### config.mk
export PLATFORM = sky130hd
export DESIGN_NAME = pipeline_hazard_unit
export DESIGN_NICKNAME = d
export VERILOG_FILES = /design/src/rtl/pipeline_hazard_unit.sv
export SDC_FILE = /design/constraint.sdc
export NUM_CORES = 1
export LEC_CHECK = 0
export BUFFER_PORTS_ARGS = -buffer_cell sky130_fd_sc_hd__buf_2
export CORE_MARGIN = 5
export CORE_UTILIZATION = 40
export DETAILED_ROUTE_END_ITERATION = 16
export HOLD_SLACK_MARGIN = 0.08
export PLACE_DENSITY = 0.81
export SLEW_MARGIN = 20
export SYNTH_ARGS = -nofsm -noshare
export SYNTH_HDL_FRONTEND = slang
export SYNTH_SLANG_ARGS = --single-unit
### constraint.sdc
create_clock -name clk -period 2.9 [get_ports clk]
set_input_delay 0.725 -clock clk [delete_from_list [all_inputs] [get_ports clk]]
set_output_delay 0.725 -clock clk [all_outputs]
set_load 0.01 [all_outputs]
### src/rtl/pipeline_hazard_unit.sv
`default_nettype none
// ============================================================================
// Module   : pipeline_hazard_unit
// Purpose  : Operand forwarding, load-use stall, redirect flush and memory
//            freeze control over DEPTH tracked stages after decode.
//            Optional perf counters are built when HAZARD_PERF_EN is defined.
// Revision : 1.0 - initial release
// ============================================================================
module pipeline_hazard_unit #(
    parameter  int DEPTH        = 2,
    parameter  int LOAD_LAT     = 1,
    parameter  int FLUSH_CYCLES = 1,
    localparam int FW           = $clog2(DEPTH + 1)
) (
    input  logic          clk,
    input  logic          rst,
    input  logic [31:0]   id_inst,
    input  logic          id_valid,
    input  logic          ex_redirect,
    input  logic          mem_busy,
    output logic          stall_if,
    output logic          stall_id,
    output logic          flush_id,
    output logic [FW-1:0] fwd_a_sel,
    output logic [FW-1:0] fwd_b_sel,
    output logic [31:0]   stall_cycles,
    output logic [31:0]   flush_cycles
);

    localparam int CW = (FLUSH_CYCLES > 1) ? $clog2(FLUSH_CYCLES) : 1;
    localparam logic [CW-1:0] c_reload = CW'(FLUSH_CYCLES - 1);

    localparam logic [4:0] c_op_load   = 5'd0;
    localparam logic [4:0] c_op_i      = 5'd4;
    localparam logic [4:0] c_op_auipc  = 5'd5;
    localparam logic [4:0] c_op_store  = 5'd8;
    localparam logic [4:0] c_op_r      = 5'd12;
    localparam logic [4:0] c_op_lui    = 5'd13;
    localparam logic [4:0] c_op_branch = 5'd24;
    localparam logic [4:0] c_op_jalr   = 5'd25;
    localparam logic [4:0] c_op_jal    = 5'd27;
    localparam logic [4:0] c_op_csrw   = 5'd28;

    // Stage records; index 1 is execute, index DEPTH is the oldest tracked.
    logic [DEPTH:1] valid_q, valid_d;
    logic [DEPTH:1] wr_q,    wr_d;
    logic [DEPTH:1] ld_q,    ld_d;
    logic [4:0]     rd_q [1:DEPTH];
    logic [4:0]     rd_d [1:DEPTH];
    logic [CW-1:0]  cnt_q, cnt_d;

    logic [4:0] w_opc, w_rd, w_rs1, w_rs2;
    logic       w_writes, w_use_rs1, w_use_rs2, w_is_load;
    logic [FW-1:0] w_sel_a, w_sel_b;
    logic       w_ld_a, w_ld_b, w_load_use, w_flush_act;
    logic       w_unused;

    assign w_opc = id_inst[6:2];
    assign w_rd  = id_inst[11:7];
    assign w_rs1 = id_inst[19:15];
    assign w_rs2 = id_inst[24:20];
    assign w_unused = ^{id_inst[31:25], id_inst[14:12], id_inst[1:0]};

    always_comb begin
        w_writes  = 1'b0;
        w_use_rs1 = 1'b0;
        w_use_rs2 = 1'b0;
        case (w_opc)
            c_op_load, c_op_jalr, c_op_jal, c_op_r,
            c_op_i, c_op_auipc, c_op_lui: w_writes = 1'b1;
            default:                      w_writes = 1'b0;
        endcase
        case (w_opc)
            c_op_load, c_op_store, c_op_branch, c_op_jalr,
            c_op_r, c_op_i, c_op_csrw:    w_use_rs1 = 1'b1;
            default:                      w_use_rs1 = 1'b0;
        endcase
        case (w_opc)
            c_op_store, c_op_branch, c_op_r: w_use_rs2 = 1'b1;
            default:                         w_use_rs2 = 1'b0;
        endcase
    end

    assign w_is_load = (w_opc == c_op_load);

    // Walk from the oldest stage toward execute so the nearest match wins.
    always_comb begin
        w_sel_a = '0;
        w_sel_b = '0;
        w_ld_a  = 1'b0;
        w_ld_b  = 1'b0;
        for (int k = DEPTH; k >= 1; k--) begin
            if (id_valid && w_use_rs1 && valid_q[k] && wr_q[k] && (rd_q[k] == w_rs1)) begin
                w_sel_a = FW'(k);
                w_ld_a  = ld_q[k] && (k <= LOAD_LAT);
            end
            if (id_valid && w_use_rs2 && valid_q[k] && wr_q[k] && (rd_q[k] == w_rs2)) begin
                w_sel_b = FW'(k);
                w_ld_b  = ld_q[k] && (k <= LOAD_LAT);
            end
        end
    end

    assign w_load_use  = w_ld_a | w_ld_b;
    assign w_flush_act = ex_redirect | (cnt_q != '0);

    assign stall_if  = ~rst & (mem_busy | (~w_flush_act & w_load_use));
    assign stall_id  = stall_if;
    assign flush_id  = ~rst & ~mem_busy & w_flush_act;
    assign fwd_a_sel = (rst | w_load_use) ? '0 : w_sel_a;
    assign fwd_b_sel = (rst | w_load_use) ? '0 : w_sel_b;

    always_comb begin
        valid_d = valid_q;
        wr_d    = wr_q;
        ld_d    = ld_q;
        rd_d    = rd_q;
        cnt_d   = cnt_q;
        if (!mem_busy) begin
            for (int k = DEPTH; k >= 2; k--) begin
                valid_d[k] = valid_q[k-1];
                wr_d[k]    = wr_q[k-1];
                ld_d[k]    = ld_q[k-1];
                rd_d[k]    = rd_q[k-1];
            end
            if (w_flush_act || w_load_use) begin
                valid_d[1] = 1'b0;
                wr_d[1]    = 1'b0;
                ld_d[1]    = 1'b0;
                rd_d[1]    = 5'd0;
            end else begin
                valid_d[1] = id_valid;
                wr_d[1]    = id_valid & w_writes & (w_rd != 5'd0);
                ld_d[1]    = id_valid & w_is_load;
                rd_d[1]    = w_rd;
            end
            if (ex_redirect) begin
                cnt_d = c_reload;
            end else if (cnt_q != '0) begin
                cnt_d = cnt_q - 1'b1;
            end
        end
    end

    always_ff @(posedge clk) begin
        if (rst) begin
            valid_q <= '0;
            wr_q    <= '0;
            ld_q    <= '0;
            cnt_q   <= '0;
            for (int k = 1; k <= DEPTH; k++) rd_q[k] <= 5'd0;
        end else begin
            valid_q <= valid_d;
            wr_q    <= wr_d;
            ld_q    <= ld_d;
            cnt_q   <= cnt_d;
            for (int k = 1; k <= DEPTH; k++) rd_q[k] <= rd_d[k];
        end
    end

`ifdef HAZARD_PERF_EN
    logic [31:0] stall_cnt_q, flush_cnt_q;

    always_ff @(posedge clk) begin
        if (rst) begin
            stall_cnt_q <= 32'd0;
            flush_cnt_q <= 32'd0;
        end else begin
            if (stall_id) stall_cnt_q <= stall_cnt_q + 32'd1;
            if (flush_id) flush_cnt_q <= flush_cnt_q + 32'd1;
        end
    end

    assign stall_cycles = stall_cnt_q;
    assign flush_cycles = flush_cnt_q;
`else
    assign stall_cycles = 32'd0;
    assign flush_cycles = 32'd0;
`endif

endmodule
`default_nettype wire
==> flow_metrics.py, run 1 <==
metrics = {
    "synthesis": {
        "synth_top_cell_area_share": 0.3445,
        "ys_top_cells_by_area": "buf_4 34%, dfxtp_1 21%, xnor2_1 11%, a32o_1 4.9%, mux2i_1 4.9%",
        "ys_seq_elements": 15,
        "ys_seq_area_frac": 0.2120,
        "synth_enable_flop_cells": 0,
        "postSynthCellCount": 165,
        "synth_flop_cell": "dfxtp_1",
        "synth_warnings": 0,
        "yosys.area.top_type": "buf_4",
        "ys_top_cells_by_count": "65 x buf_4, 18 x xnor2_1, 15 x dfxtp_1",
        "postSynth.asyncResetShare": 0,
        "yosys.cell_types.count": 34,
        "yosys.cell_count.top_type": "buf_4",
        "synth_area_per_cell_um2": 8.584,
        "syn-cell-area_um2": 1416,
    },
    "final_layout": {
        "nets": 245,
        "area_growth_syn_to_layout_pct": 12.90,
        "antennaDiodeCount": 0,
        "drive_gt1_frac": 0.3092,
    },
    "global_routing": {
        "grt_first_pass_wirelength_mm": 4.581,
        "use_met2": 0.2044,
        "antenna_found_initial": 0,
        "met3_usage": 0.02899,
        "grt_pass1_vias": 998,
        "gr-total-overflow": 0,
        "track_usage": 0.1148,
        "grt_max_degree": 14,
        "use_met1": 0.1345,
        "grt_busiest_layer": "met2",
    },
    "drt": {
        "drt_pass1_iterations": 4,
        "avgViaCountPerCell": 4.202,
        "finalWirelength_mm": 2.933,
        "drtIter0Drc": 24,
        "vias": 1063,
        "drcViolationCount": 0,
        "antenna_left": 0,
        "wl_per_cell_um": 11.59,
    },
    "timing": {
        "hold_viol_final": 0,
        "fmax_ghz": 0.3555,
        "fin_crit_ps": 2813,
        "grt_setup_unrepaired": "yes",
        "maxSlewViolCount": 0,
        "fin_crit_sh": 0.9700,
        "setup_ws_ps": 87.06,
        "finalSetupViolCount": 0,
        "hold_ws_ps": 503.9,
        "skew_ps": 9.878,
    },
    "clock_tree": {
        "clock_sink_count": 15,
        "clkTransAtPathRegs_ps": 80,
        "h-tree-depth": 1,
        "cts-buffers-inserted": 3,
        "clock_latency_ps": 290,
        "root_buffer": "clkbuf_4",
        "cts_tree": "yes",
        "clockBufferDepth": 2,
    },
    "power_and_ir_drop": {
        "leakagePower_nw": 0.7643,
        "ir_worst_vdd_mv": 0.2462,
        "power_density_nw_per_um2": 296.6,
        "finalPower_mw": 0.4743,
    },
    "worst_hold_path": {
        "hp-class": "reg -> reg",
        "hold_path_startpoint": "wr_q[2]$_SDFFE_PP0N_",
    },
    "run_status": {
        "status": "finished, final reports clean",
    },
    "die": {
        "dieArea_um2": 4831,
        "fp.dieW_um": 69.51,
        "pin_count": 108,
        "start_util": 0.4179,
        "core_um2": 3390,
        "rows": 21,
        "die_y_um": 69.51,
    },
    "setup_path": {
        "required_ps": 2170,
        "critPathLaunch": "id_inst[4]",
        "path_class": "in -> out",
        "end_kind": "output pin",
        "r2r-start": "rd_q[6]$_SDFFE_PP0N_",
        "worst-path-max-fanout": 3,
        "cp.arrival_ps": 2090,
        "start_kind": "input pin",
    },
    "job": {
        "max_cap_viol_count": 0,
    },
    "place": {
        "port_buffers": 31,
        "place_ws_ps": -123.2,
        "gp_congestion": 0.8593,
        "hpwl_mm": 2.423,
    },
}
-- final cells by class --
class                   instances  area [um2]
well taps                      46       57.56
inverters                       2       7.507
repair buffers                 43       257.7
multi-input cells             143       948.4
fillers                       320        1790
flip-flops and latches         15       300.3
clock buffers                   3       22.52
clock inverters                 1       5.005
-- sequential cells by signal, indices dropped and copies added (netlist names) --
name     count
rd_q        10
valid_q      2
wr_q         2
ld_q         1
-- power by group --
part	internal [mW]	switching, mW	total [mW]
combinational	0.0541	0.0839	0.138
sequential	0.211	0.00827	0.219
clock	0.0513	0.0656	0.117
-- worst max-delay path, stage by stage --
cell	delay, ps
buf_6	90
nand2b_4	120
a221o_1	360
nor4_4	220
o21ai_2	130
o31ai_2	270
buf_2	170
-- path summary, 6_finish.rpt --
check | endpoint | slack (ps) | cells after the start
max | stall_if | 90 | 7
min reg2reg | wr_q[2]$_SDFFE_PP0N_ | 500 | 2
min | wr_q[2]$_SDFFE_PP0N_ | 500 | 2
max reg2reg | rd_q[6]$_SDFFE_PP0N_ | 1140 | 6
-- placed cells by master, fill, tap and decap left out, types with 3 or more instances in the layout --
master | netlist | layout
dfxtp_1 | 15 | 15
nor2_1 | 9 | 9
xnor2_1 | 18 | 14
buf_4 | 65 | 12
buf_2 | 1 | 29
conb_1 | 1 | 64
nand2_1 | 4 | 4
nand4_1 | 3 | 3
clkbuf_4 | 0 | 3
mux2i_1 | 7 | 7
nor3b_1 | 4 | 3
a32o_1 | 7 | 7
xnor2_2 | 0 | 4
-- what timing repair did --
action / CTS / global route
setup buffers: 0 / 1
gates cloned: 0 / 0
hold buffers: 0 / 0
endpoints found under the setup margin: 2 / 4
resized for setup: 2 / 16
pin swaps: 3 / 10
-- layer usage --
layer	routed length, um	part of all wire
met1	1212	0.41
met2	1426	0.49
met3	279	0.095
met4	14	0.0048
met5	0	0
-- cell families (layout without fill, tap and decap cells) --
family	after synthesis	in the layout	synth area share
buffers and inverters	70	49	0.3587
multiplexers	7	7	0.04947
AND/OR/NAND/NOR	36	36	0.1528
other	1	64	0.002648
flip-flops	15	15	0.2120
XOR/XNOR	20	20	0.1237
AO/OA/AOI/OAI	16	16	0.1007
-- metrics by stage --
stage / instances / setup TNS [ps] / area [um2] / util
global placement: 250 / -164.0 / 1468 / 0.4330
finish: 253 / 0 / 1599 / 0.4718
global route: 253 / -51.64 / 1599 / 0.4718
detailed placement: 250 / -156.4 / 1468 / 0.4330
CTS: 254 / -79.88 / 1513 / 0.4463
floorplan: 228 / 0 / 1658 / -
Note: power is estimated with default switching activity, not from simulation.
==> run 2, diff against run 1 <==
- CORE_UTILIZATION: 40 -> 41
- CTS_BUF_LIST: not set -> sky130_fd_sc_hd__clkbuf_4 sky130_fd_sc_hd__clkbuf_8
- PLACE_DENSITY: 0.81 -> 0.83
==> run 2 against run 1 <==
Total power up 1.5%. Utilization down 0.19 points. Final cell count up 0.40%. Clock power up 9%. Sequential share of layout area up 0.37 points. Critical path depth down 1. Hold slack better by 12 ps. Global-route usage down 0.40 points. Cell area down 2.0%. First-iteration DRC count up 33%. Non-clock buffer count up 1. Fmax down 0.71%. Critical endpoint is now fwd_b_sel[1].
==> flow_metrics.py, run 2 (synthesis gave the netlist of run 1 again) <==
metrics = {
    "final_layout": {
        "drive_gt1_frac": 0.2885,
        "largest_register_ffs": 10,
        "final-seq-area_um2": 300.3,
        "top_register": "rd_q",
        "nFillCells": 323,
        "largestRegisters": "rd_q (10), valid_q (2), wr_q (2)",
        "nets": 246,
        "layout_commonest_cell": "conb_1",
        "fin_area_um2": 1568,
        "area_growth_syn_to_layout_pct": 10.69,
        "multi_input_area_um2": 907.1,
        "antennaDiodeCount": 0,
        "layout_common_cells": "64 x conb_1, 29 x buf_2, 16 x xnor2_1, 15 x dfxtp_1, 13 x buf_4",
    },
    "setup_path": {
        "path_cells": "buf_2, nor3b_2, nand3_1, or4_1, a211oi_1, buf_2",
        "worst-path-max-fanout": 3,
        "start_kind": "input pin",
        "end_kind": "output pin",
        "crit_top_cell": "buf_2",
        "slowest_stage": "or4_1",
        "cp.arrival_ps": 2110,
        "cp_slowest_stage_delay_ps": 540,
        "required_ps": 2170,
        "path_class": "in -> out",
    },
    "power_and_ir_drop": {
        "power_switching_mw": 0.1557,
        "p_clk_frac": 0.267,
        "power_frac_comb": 0.279,
        "leakagePower_nw": 0.7358,
        "finalPower_mw": 0.4816,
        "power_density_nw_per_um2": 307.2,
        "ir_worst_vdd_mv": 0.2448,
        "p_sw_frac": 0.3232,
        "p_seq_frac": 0.455,
        "p_int_mw": 0.3259,
    },
    "die": {
        "core_um2": 3337,
        "rows": 21,
        "die_y_um": 68.78,
        "pin_count": 108,
        "dieArea_um2": 4730,
        "fp.dieW_um": 68.78,
        "start_util": 0.4244,
    },
    "job": {
        "max_cap_viol_count": 0,
    },
    "place": {
        "hpwl_mm": 2.424,
        "place_ws_ps": -118.2,
        "port_buffers": 31,
        "place_area_um2": 1468,
        "gp_congestion": 0.8709,
    },
    "timing": {
        "fin_crit_sh": 0.9769,
        "grt_setup_unrepaired": "yes",
        "setup_ws_ps": 67.05,
        "fmax_ghz": 0.3530,
        "fin_crit_ps": 2833,
        "fin_setup_tns_ps": 0,
        "skew_ps": 1.140,
        "hold_ws_ps": 516.0,
        "maxSlewViolCount": 0,
        "finalSetupViolCount": 0,
        "hold_viol_final": 0,
    },
    "worst_hold_path": {
        "hp-class": "reg -> reg",
    },
    "global_routing": {
        "track_usage": 0.1108,
        "grt_pass1_vias": 892,
        "antenna_found_initial": 0,
        "gr-total-overflow": 0,
        "grt_first_pass_wirelength_mm": 3.953,
        "grt_max_degree": 14,
    },
    "clock_tree": {
        "clkTransAtPathRegs_ps": 90,
        "root_buffer": "clkbuf_4",
        "ctsHoldBuffers": 0,
        "cts_tree": "yes",
        "clockBufferDepth": 2,
        "h-tree-depth": 1,
        "cts-buffers-inserted": 3,
        "clock_sink_count": 15,
        "clock_latency_ps": 280,
    },
    "drt": {
        "antenna_left": 0,
        "drtIter0Drc": 32,
        "avgViaCountPerCell": 4.213,
        "wl_per_cell_um": 11.35,
        "finalWirelength_mm": 2.884,
        "drt_pass1_iterations": 4,
        "vias": 1070,
        "drcViolationCount": 0,
    },
    "run_status": {
        "status": "finished, final reports clean",
    },
}
## run 2: changes by cell type in the layout (fill, tap and decap cells not counted), sizes merged
cell,before,now
buf,43,44
clkbuf,3,4
clkinv,1,0
## run 2: critical path: cells and delay by family
kind                   cells  cell delay, ps
buffers and inverters      2             290
AO/OA/AOI/OAI              1             220
AND/OR/NAND/NOR            3             860
## run 2: cell type report
| class | instances | share of cell area |
|---|---|---|
| clock buffers | 4 | 0.01915 |
| inverters | 2 | 0.004789 |
| multi-input cells | 143 | 0.5786 |
| flip-flops and latches | 15 | 0.1915 |
| well taps | 46 | 0.03671 |
| repair buffers | 44 | 0.1692 |
## run 2: worst paths after layout
| path | from | end | slack, ps | cells after the start |
|---|---|---|---|---|
| hold reg to reg | wr_q[2]$_SDFFE_PP0N_ | wr_q[2]$_SDFFE_PP0N_ | 520 | 2 |
| hold / removal | wr_q[2]$_SDFFE_PP0N_ | wr_q[2]$_SDFFE_PP0N_ | 520 | 2 |
| setup / recovery | id_valid | fwd_b_sel[1] | 70 | 6 |
| setup reg to reg | rd_q[5]$_SDFFE_PP0N_ | rd_q[7]$_SDFFE_PP0N_ | 1160 | 6 |
## run 2: through the flow
stage	std cells	util
finish	254	0.4698
global route	254	0.4698
CTS	254	0.4556
detailed placement	250	0.4398
global placement	250	0.4398
floorplan	228	-
## run 2: repair_timing
action	4_1_cts	5_1_grt
setup buffers	0	2
gates resized for setup	3	8
pin swaps	4	6
endpoints found under the setup margin	4	3
## run 2: metal layers
layer | GRT usage | vias to the layer above | wire (um)
met2 | 0.1871 | 59 | 1433
li1 | - | 526 | -
met4 | 0.03163 | 0 | 16
met1 | 0.1417 | 483 | 1109
met5 | 0 | - | 0
met3 | 0.02269 | 2 | 324
## run 2: power by group through the flow
stage | logic [mW] | registers, mW | clock network, mW
after floorplan | 0.147 | 0.221 | 0
after global placement | 0.122 | 0.223 | 0
after detailed placement | 0.124 | 0.223 | 0
after CTS | 0.125 | 0.218 | 0.130
after global routing | 0.149 | 0.220 | 0.141
final | 0.134 | 0.219 | 0.128
